**src/rtl/uart_pkg.sv**
```systemverilog
// Shared UART definitions: FSM state encoding, frame width and default bit timing.
// Used by both the receiver and the transmitter so the encodings stay in step.
package uart_pkg;

    typedef enum logic [2:0] {
        IDLE       = 3'd0,
        START      = 3'd1,
        DATA       = 3'd2,
        STOP       = 3'd3,
        BREAK_WAIT = 3'd4
    } uart_state_t;

    localparam int DATA_BITS            = 8;
    localparam int CLKS_PER_BIT_DEFAULT = 868;

endpackage

```
**src/rtl/uart_rx_if.sv**
```systemverilog
// Receive-side UART bundle: serial line in, byte/valid/error/busy out.
// No backpressure: the consumer must catch the one-cycle rx_valid pulse.
interface uart_rx_if;
    import uart_pkg::*;

    logic                 rx;
    logic [DATA_BITS-1:0] rx_data;
    logic                 rx_valid;
    logic                 frame_error;
    logic                 rx_busy;

    modport master (
        input  rx,
        output rx_data,
        output rx_valid,
        output frame_error,
        output rx_busy
    );

    modport slave (
        output rx,
        input  rx_data,
        input  rx_valid,
        input  frame_error,
        input  rx_busy
    );
endinterface

```
**src/rtl/uart_sync.sv**
```systemverilog
// N-flop synchroniser for an asynchronous level input; resets to 1 (idle-high lines).
// Latency SYNC_STAGES cycles; no backpressure.
module uart_sync #(
    parameter int SYNC_STAGES = 2
) (
    input  logic clk,
    input  logic reset,
    input  logic i_d,
    output logic o_q
);

    logic [SYNC_STAGES-1:0] r_sync;

    always_ff @(posedge clk or posedge reset) begin
        if (reset) begin
            r_sync <= '1;
        end else begin
            r_sync <= {r_sync[SYNC_STAGES-2:0], i_d};
        end
    end

    assign o_q = r_sync[SYNC_STAGES-1];

endmodule

```
**src/rtl/uart_rx.sv**
```systemverilog
// 8N1 UART receiver: centre-sampled bits, one-cycle rx_valid / frame_error pulses.
// rx_valid follows mid-stop-bit by SYNC_STAGES+1 cycles; no backpressure (missed pulses lose the byte).
module uart_rx
    import uart_pkg::*;
#(
    parameter int CLKS_PER_BIT = CLKS_PER_BIT_DEFAULT,
    parameter int SYNC_STAGES  = 2
) (
    input  logic      clk,
    input  logic      reset,
    uart_rx_if.master bus
);

    localparam int             CW   = $clog2(CLKS_PER_BIT);
    localparam logic [CW-1:0]  FULL = CW'(CLKS_PER_BIT - 1);
    localparam logic [CW-1:0]  HALF = CW'(CLKS_PER_BIT / 2 - 1);

    uart_state_t          r_state, w_state_nxt;
    logic [CW-1:0]        r_clk_cnt, w_cnt_nxt;
    logic [2:0]           r_bit_idx, w_idx_nxt;
    logic [DATA_BITS-1:0] r_shift, w_shift_nxt;
    logic [DATA_BITS-1:0] r_data, w_data_nxt;
    logic                 r_valid, w_valid_nxt;
    logic                 r_ferr, w_ferr_nxt;
    logic                 r_rx_s_prev;
    logic                 w_rx_s;
    logic                 w_fall;

    uart_sync #(
        .SYNC_STAGES (SYNC_STAGES)
    ) u_sync (
        .clk   (clk),
        .reset (reset),
        .i_d   (bus.rx),
        .o_q   (w_rx_s)
    );

    assign w_fall = ~w_rx_s & r_rx_s_prev;

    always_ff @(posedge clk or posedge reset) begin
        if (reset) begin
            r_state     <= IDLE;
            r_clk_cnt   <= '0;
            r_bit_idx   <= '0;
            r_shift     <= '0;
            r_data      <= '0;
            r_valid     <= 1'b0;
            r_ferr      <= 1'b0;
            r_rx_s_prev <= 1'b1;
        end else begin
            r_state     <= w_state_nxt;
            r_clk_cnt   <= w_cnt_nxt;
            r_bit_idx   <= w_idx_nxt;
            r_shift     <= w_shift_nxt;
            r_data      <= w_data_nxt;
            r_valid     <= w_valid_nxt;
            r_ferr      <= w_ferr_nxt;
            r_rx_s_prev <= w_rx_s;
        end
    end

    always_comb begin
        w_state_nxt = r_state;
        w_cnt_nxt   = r_clk_cnt;
        w_idx_nxt   = r_bit_idx;
        w_shift_nxt = r_shift;
        w_data_nxt  = r_data;
        w_valid_nxt = 1'b0;
        w_ferr_nxt  = 1'b0;

        case (r_state)
            IDLE: begin
                if (w_fall) begin
                    w_cnt_nxt   = '0;
                    w_state_nxt = START;
                end
            end

            // A line that is high again at mid start bit was only a glitch.
            START: begin
                if (r_clk_cnt == HALF) begin
                    if (!w_rx_s) begin
                        w_cnt_nxt   = '0;
                        w_idx_nxt   = '0;
                        w_state_nxt = DATA;
                    end else begin
                        w_state_nxt = IDLE;
                    end
                end else begin
                    w_cnt_nxt = r_clk_cnt + CW'(1);
                end
            end

            DATA: begin
                if (r_clk_cnt == FULL) begin
                    w_shift_nxt[r_bit_idx] = w_rx_s;
                    w_cnt_nxt              = '0;
                    w_idx_nxt              = r_bit_idx + 3'd1;
                    if (r_bit_idx == 3'd7) begin
                        w_state_nxt = STOP;
                    end
                end else begin
                    w_cnt_nxt = r_clk_cnt + CW'(1);
                end
            end

            // Leaving at mid stop bit gives half a bit of slack before the next start edge.
            STOP: begin
                if (r_clk_cnt == FULL) begin
                    w_cnt_nxt = '0;
                    if (w_rx_s) begin
                        w_data_nxt  = r_shift;
                        w_valid_nxt = 1'b1;
                        w_state_nxt = IDLE;
                    end else begin
                        w_ferr_nxt  = 1'b1;
                        w_state_nxt = BREAK_WAIT;
                    end
                end else begin
                    w_cnt_nxt = r_clk_cnt + CW'(1);
                end
            end

            BREAK_WAIT: begin
                if (w_rx_s) begin
                    w_state_nxt = IDLE;
                end
            end

            default: begin
                w_state_nxt = IDLE;
            end
        endcase
    end

    assign bus.rx_data     = r_data;
    assign bus.rx_valid    = r_valid;
    assign bus.frame_error = r_ferr;
    assign bus.rx_busy     = (r_state != IDLE);

endmodule

```
**src/flat_wrapper.sv**
```systemverilog
// flat-port wrapper written by rule: the top's interface ports become plain ports
module uart_rx_flat import uart_pkg::*;
#(
    parameter int CLKS_PER_BIT = CLKS_PER_BIT_DEFAULT,
    parameter int SYNC_STAGES  = 2
)
  (clk, reset, bus_rx, bus_rx_data, bus_rx_valid, bus_frame_error, bus_rx_busy);
  uart_rx_if bus_i ();
  input  logic clk;
  input  logic reset;
  input wire logic [$bits(bus_i.rx)-1:0] bus_rx;
  output wire logic [$bits(bus_i.rx_data)-1:0] bus_rx_data;
  output wire logic [$bits(bus_i.rx_valid)-1:0] bus_rx_valid;
  output wire logic [$bits(bus_i.frame_error)-1:0] bus_frame_error;
  output wire logic [$bits(bus_i.rx_busy)-1:0] bus_rx_busy;
  assign bus_i.rx = bus_rx;
  assign bus_rx_data = bus_i.rx_data;
  assign bus_rx_valid = bus_i.rx_valid;
  assign bus_frame_error = bus_i.frame_error;
  assign bus_rx_busy = bus_i.rx_busy;
  uart_rx #(.CLKS_PER_BIT(CLKS_PER_BIT), .SYNC_STAGES(SYNC_STAGES)) u_core (.clk(clk), .reset(reset), .bus(bus_i));
endmodule
```
**config.mk**
```make
export PLATFORM = sky130hd
export DESIGN_NAME = uart_rx_flat
export DESIGN_NICKNAME = d
export VERILOG_FILES = /design/src/rtl/uart_pkg.sv /design/src/rtl/uart_rx_if.sv /design/src/rtl/uart_sync.sv /design/src/rtl/uart_rx.sv /design/src/flat_wrapper.sv
export SDC_FILE = /design/constraint.sdc
export NUM_CORES = 1
export LEC_CHECK = 0
export ABC_AREA = 1
export BUFFER_PORTS_ARGS = -buffer_cell sky130_fd_sc_hd__buf_2
export CORE_UTILIZATION = 60
export CTS_BUF_LIST = sky130_fd_sc_hd__clkbuf_8
export CTS_CLUSTER_SIZE = 30
export DETAILED_ROUTE_END_ITERATION = 16
export PLACE_DENSITY = 0.79
export SYNTH_ARGS = -nofsm -noshare
export SYNTH_HDL_FRONTEND = slang
export SYNTH_SLANG_ARGS = --single-unit
```
**constraint.sdc**
```tcl
create_clock -name clk -period 1.65 [get_ports clk]
set_clock_uncertainty 0.05 [all_clocks]
set_input_delay 0.0825 -clock clk [delete_from_list [all_inputs] [get_ports clk]]
set_output_delay 0.0825 -clock clk [all_outputs]
set_load 0.05 [all_outputs]
```
==> flow_results.org <==
** Clock network
- Clock transition at path regs :: ~80 ps
- Worst-case clock buffer depth :: 2
- CTS built an H-tree with a depth of 2.
- Clk Tree Root Cell :: clkbuf_8
- Clock Latency Late Sink :: ~300 ps
- Sink count of the clock tree :: 37
- TritonCTS built the clock tree.
- Total clock buffers created by CTS :: 5

** Cells and area
- Of the cells placed in the final design, the portion with a size suffix greater than 1 is between 20% and 30%.
- Counting the fill cells in the layout gives 226.
- The repair_antennas step left the layout with diodes totalling 0.
- After the last flow step, the layout net total stands at about 310.
- The area growth from synthesis to layout is 21.2%.
- The count of cells in the finished layout, fillers not included, comes to approximately 350.

** Worst setup path
- Walking the worst path, the cells encountered are inv_1 > ha_2 > nand2_1 > nor2_1 > nand3_2 > o21ai_2 > buf_4 > nand2_1 > nand2_1.
- The largest single stage delay on the critical path is around 440 ps.
- By instance count, the cell type seen most on the critical path is nand2_1.
- Required time worst endpoint :: about 1800 ps
- Data arrival time of the critical path :: approximately 1800 ps
- Slowest cell on the critical path :: dfrtp_1
- Depth of the most critical reg-to-reg path :: 9
- Reg-to-reg setup timing slack :: 30 ps
- STA classifies the critical path endpoint as a flip-flop.
- By startpoint and endpoint, the worst setup path is classified as flip-flop to flip-flop.
- Of all nets on the critical path, the largest fanout is 10.
- CP startpoint kind :: flip-flop

** STA
- After routing, the total negative slack on setup checks comes to 0 ps.
- Number of pins with negative max-slew slack in the final report :: 0
- Final critical-path share of the clock period :: a little over nine tenths
- Final period demand of the worst path :: 1620 ps
- Setup violations remaining at the end of the flow were counted as 0.
- Worst slew pin tran :: 458 ps
- Worst slew margin :: between 60 and 70%
- Max Freq :: between 600 and 700 MHz
- The count of endpoints failing hold in the final timing report came to 0.

** Synthesis
- Of the total synthesized cell area, the portion taken by full adders, half adders and majority gates is about 2.5%.
- During synthesis, Yosys emitted a total of 0 warnings.
- The mapped netlist covers 0.00201 sq mm.
- Xor and xnor fraction of the mapped netlist area :: ~1.3%
- Dominant register cell in the synthesized netlist :: dfrtp_1
- Multiplexer share of the synthesized area :: 0%
- Synthesis instantiated 26 different standard cells from the library.
- After synthesis, flip-flops and latches occupy 46.3% of the total area.
- By area the synthesized netlist is led by dfrtp_1, nand2_1, nand3_1.
- After Yosys synthesis, and, or, nand and nor cells account for 38.6% of the synthesized area.
- The number of nets handed over by synthesis was 275.
- Synthesis produced a netlist whose cell count is approximately 270.
- In the synthesized netlist the async set-or-reset flop fraction comes to 100%.
- Summing the areas of all compound-gate instances in the mapped netlist gives 3.42% of the synthesized area.
- In this run, synthesis produced a sequential element count of 37.
- After synthesis, the mean cell area works out to about 7.5 sq um.
- Sorting the synthesized cells by how often they occur yields nand2_1, dfrtp_1, nand3_1.
- The synthesized design contains 0 enable-type register cells.
- Library cell with the highest instance count after synthesis :: nand2_1
- dfrtp_1 takes more of the synthesized area than any other cell.
- Main combinational cell family by area after synthesis :: simple AND/OR/NAND/NOR gates
- Post-synth top area share :: approximately 42%

** Pwr
- Maximum vdd ir drop :: approximately 1.2 mV
- For this design the ratio of total power to cell area is around 1300 mW/mm^2.
- After layout, the design draws a total of just over 3000 uW.
- For this design the static power due to leakage is roughly 0.0013 uW.

** Floorplanning
- For this configuration, the core starts out at a cell density of ~65%.
- Number of rows created at floorplan :: 20
- The floorplan step defined a die boundary enclosing between 0.003 and 0.004 sq mm.
- In this run the vertical extent of the chip is ~60 microns.
- After floorplanning, the core was sized to cover 0.00310 sq mm.
- From left edge to right edge, the die measures approximately 60 microns.
- Boundary Pins :: 14

** Global route
- Via count of the first global-routing pass :: around 1.6k
- Overall overflow remaining after global route :: 0
- Total GRT Usage :: around 28%
- Initial antenna violation count :: 0
- Global-route wire length before repair :: between 7000 and 8000 microns
- Entering global routing, the biggest net connects 38 pins.

** Routing
- Wire length per cell :: 12.8 microns
- DRT iter0 DRCs :: 153
- In this run the remaining antenna-violating nets after routing total 0.
- Detailed-route wire length :: 4450 microns
- After detailed routing, the number of remaining DRC violations is 0.
- Vias after detailed routing :: about 1.9k
- The first detailed-routing pass took 4 iterations.
- Using the TritonRoute via totals, the vias-per-cell ratio works out to 5.37.

** Min path
- Hold Path Stages :: 0
- The min-delay analysis places its worst path in the category flip-flop to flip-flop.

** Run
- MaxCap Viol Count :: 0

** Placement
- GPL Wtd Cong :: 0.857
- The count of buffers added on input and output ports is 13.
- Number of placed cells counting well taps :: around 340
- The HPWL after detailed placement is 3020 microns.

** Status
- Run status :: complete, no violations
sequential cells by signal (all words and copies together) (netlist names):
name and flops:
u_core.r_bit_idx 3, u_core.bus.rx_valid 1, u_core.r_state 3, u_core.u_sync.r_sync 2, u_core.r_clk_cnt 10, u_core.r_rx_s_prev 1, u_core.r_shift 8, u_core.bus.rx_data 8
u_core.bus.frame_error 1
cell families (layout without fill, tap and decap cells):
logic type      count (synthesis)  after routing
compound gates                 12             12
xor+xnor                        3              3
fa+ha+maj                       4              4
buf+inv                        37             71
flops                          37             37
simple gates                  175            176
placed cells by master (no fill, tap or decap), types with 3 or more instances in the layout:
master	n
clkbuf_8	5
dfstp_2	3
nor2_2	4
xor2_1	3
nand2_1	100
buf_4	16
nand2_2	4
nand3_1	33
inv_1	28
nor2_1	16
o21ai_0	5
a21oi_1	4
dfrtp_1	33
buf_2	13
inv_2	3
nand4_1	5
nor3_1	4
final timing paths:
| path | from | to |
|---|---|---|
| setup / recovery | u_core.r_clk_cnt[1] | u_core.r_clk_cnt[9] |
| hold / removal | u_core.u_sync.r_sync[0] | u_core.u_sync.r_sync[1] |
| setup reg to reg | u_core.r_clk_cnt[1] | u_core.r_clk_cnt[9] |
| hold reg to reg | u_core.u_sync.r_sync[0] | u_core.u_sync.r_sync[1] |
| max in group asynchronous | reset | u_core.r_rx_s_prev |
| min in group asynchronous | reset | u_core.r_clk_cnt[8] |
stage by stage:
stage          hold slack, ps  cell area, sq um  utilization (%)  worst slack (ps)
2_1_floorplan            37.0              2010                -               169
3_3_place_gp              138              2200             71.0              85.4
3_5_place_dp              139              2200             71.0             -37.9
4_1_cts                   311              2380             76.8              23.2
5_1_grt                   315              2430             78.5             -33.9
6_report                  310              2430             78.5              27.9
worst max-delay path, delay by kind of cell (launching register included):
family | cells | cell delay (ps)
AO/OA/AOI/OAI | 1 | 150
adder cells (fa/ha/maj) | 1 | 180
buffers and inverters | 2 | 280
flip-flops | 1 | 440
AND/OR/NAND/NOR | 5 | 450
cell type report:
class                           count  area (sq um)  share of cell area [%]
Timing Repair Buffer               31           205                    8.43
Tap cell                           44          55.1                    2.26
Multi-Input combinational cell    195           985                    40.4
Sequential cell                    37           931                    38.2
Inverter                           32           121                    4.98
Clock inverter                      3          68.8                    2.83
Clock buffer                        5          68.8                    2.83
metal layers:
| layer | wire (microns) | part of all wire, % | GRT usage, % |
|---|---|---|---|
| met5 | 0 | 0 | 0 |
| met4 | 72 | 1.6 | 8.97 |
| met3 | 358 | 8.0 | 4.55 |
| met2 | 2070 | 46 | 43.3 |
| met1 | 1950 | 44 | 39.6 |
power by group:
| part | internal, uW | total [uW] | switching, uW | leakage [uW] |
|---|---|---|---|---|
| Clock | 608 | 954 | 346 | 0.0000687 |
| Sequential | 989 | 1080 | 86.9 | 0.000499 |
| Combinational | 363 | 1030 | 666 | 0.000728 |
| Total | 1960 | 3060 | 1100 | 0.00130 |
what timing repair did:
action,in CTS,in global routing
setup endpoints to repair,9,18
endpoints found under the hold margin,35,0
gates cloned,1,0
resized for setup,2,13
pin swaps,0,1
setup buffers,0,1
hold buffers,2,0
(Power assumes the default switching activity.)
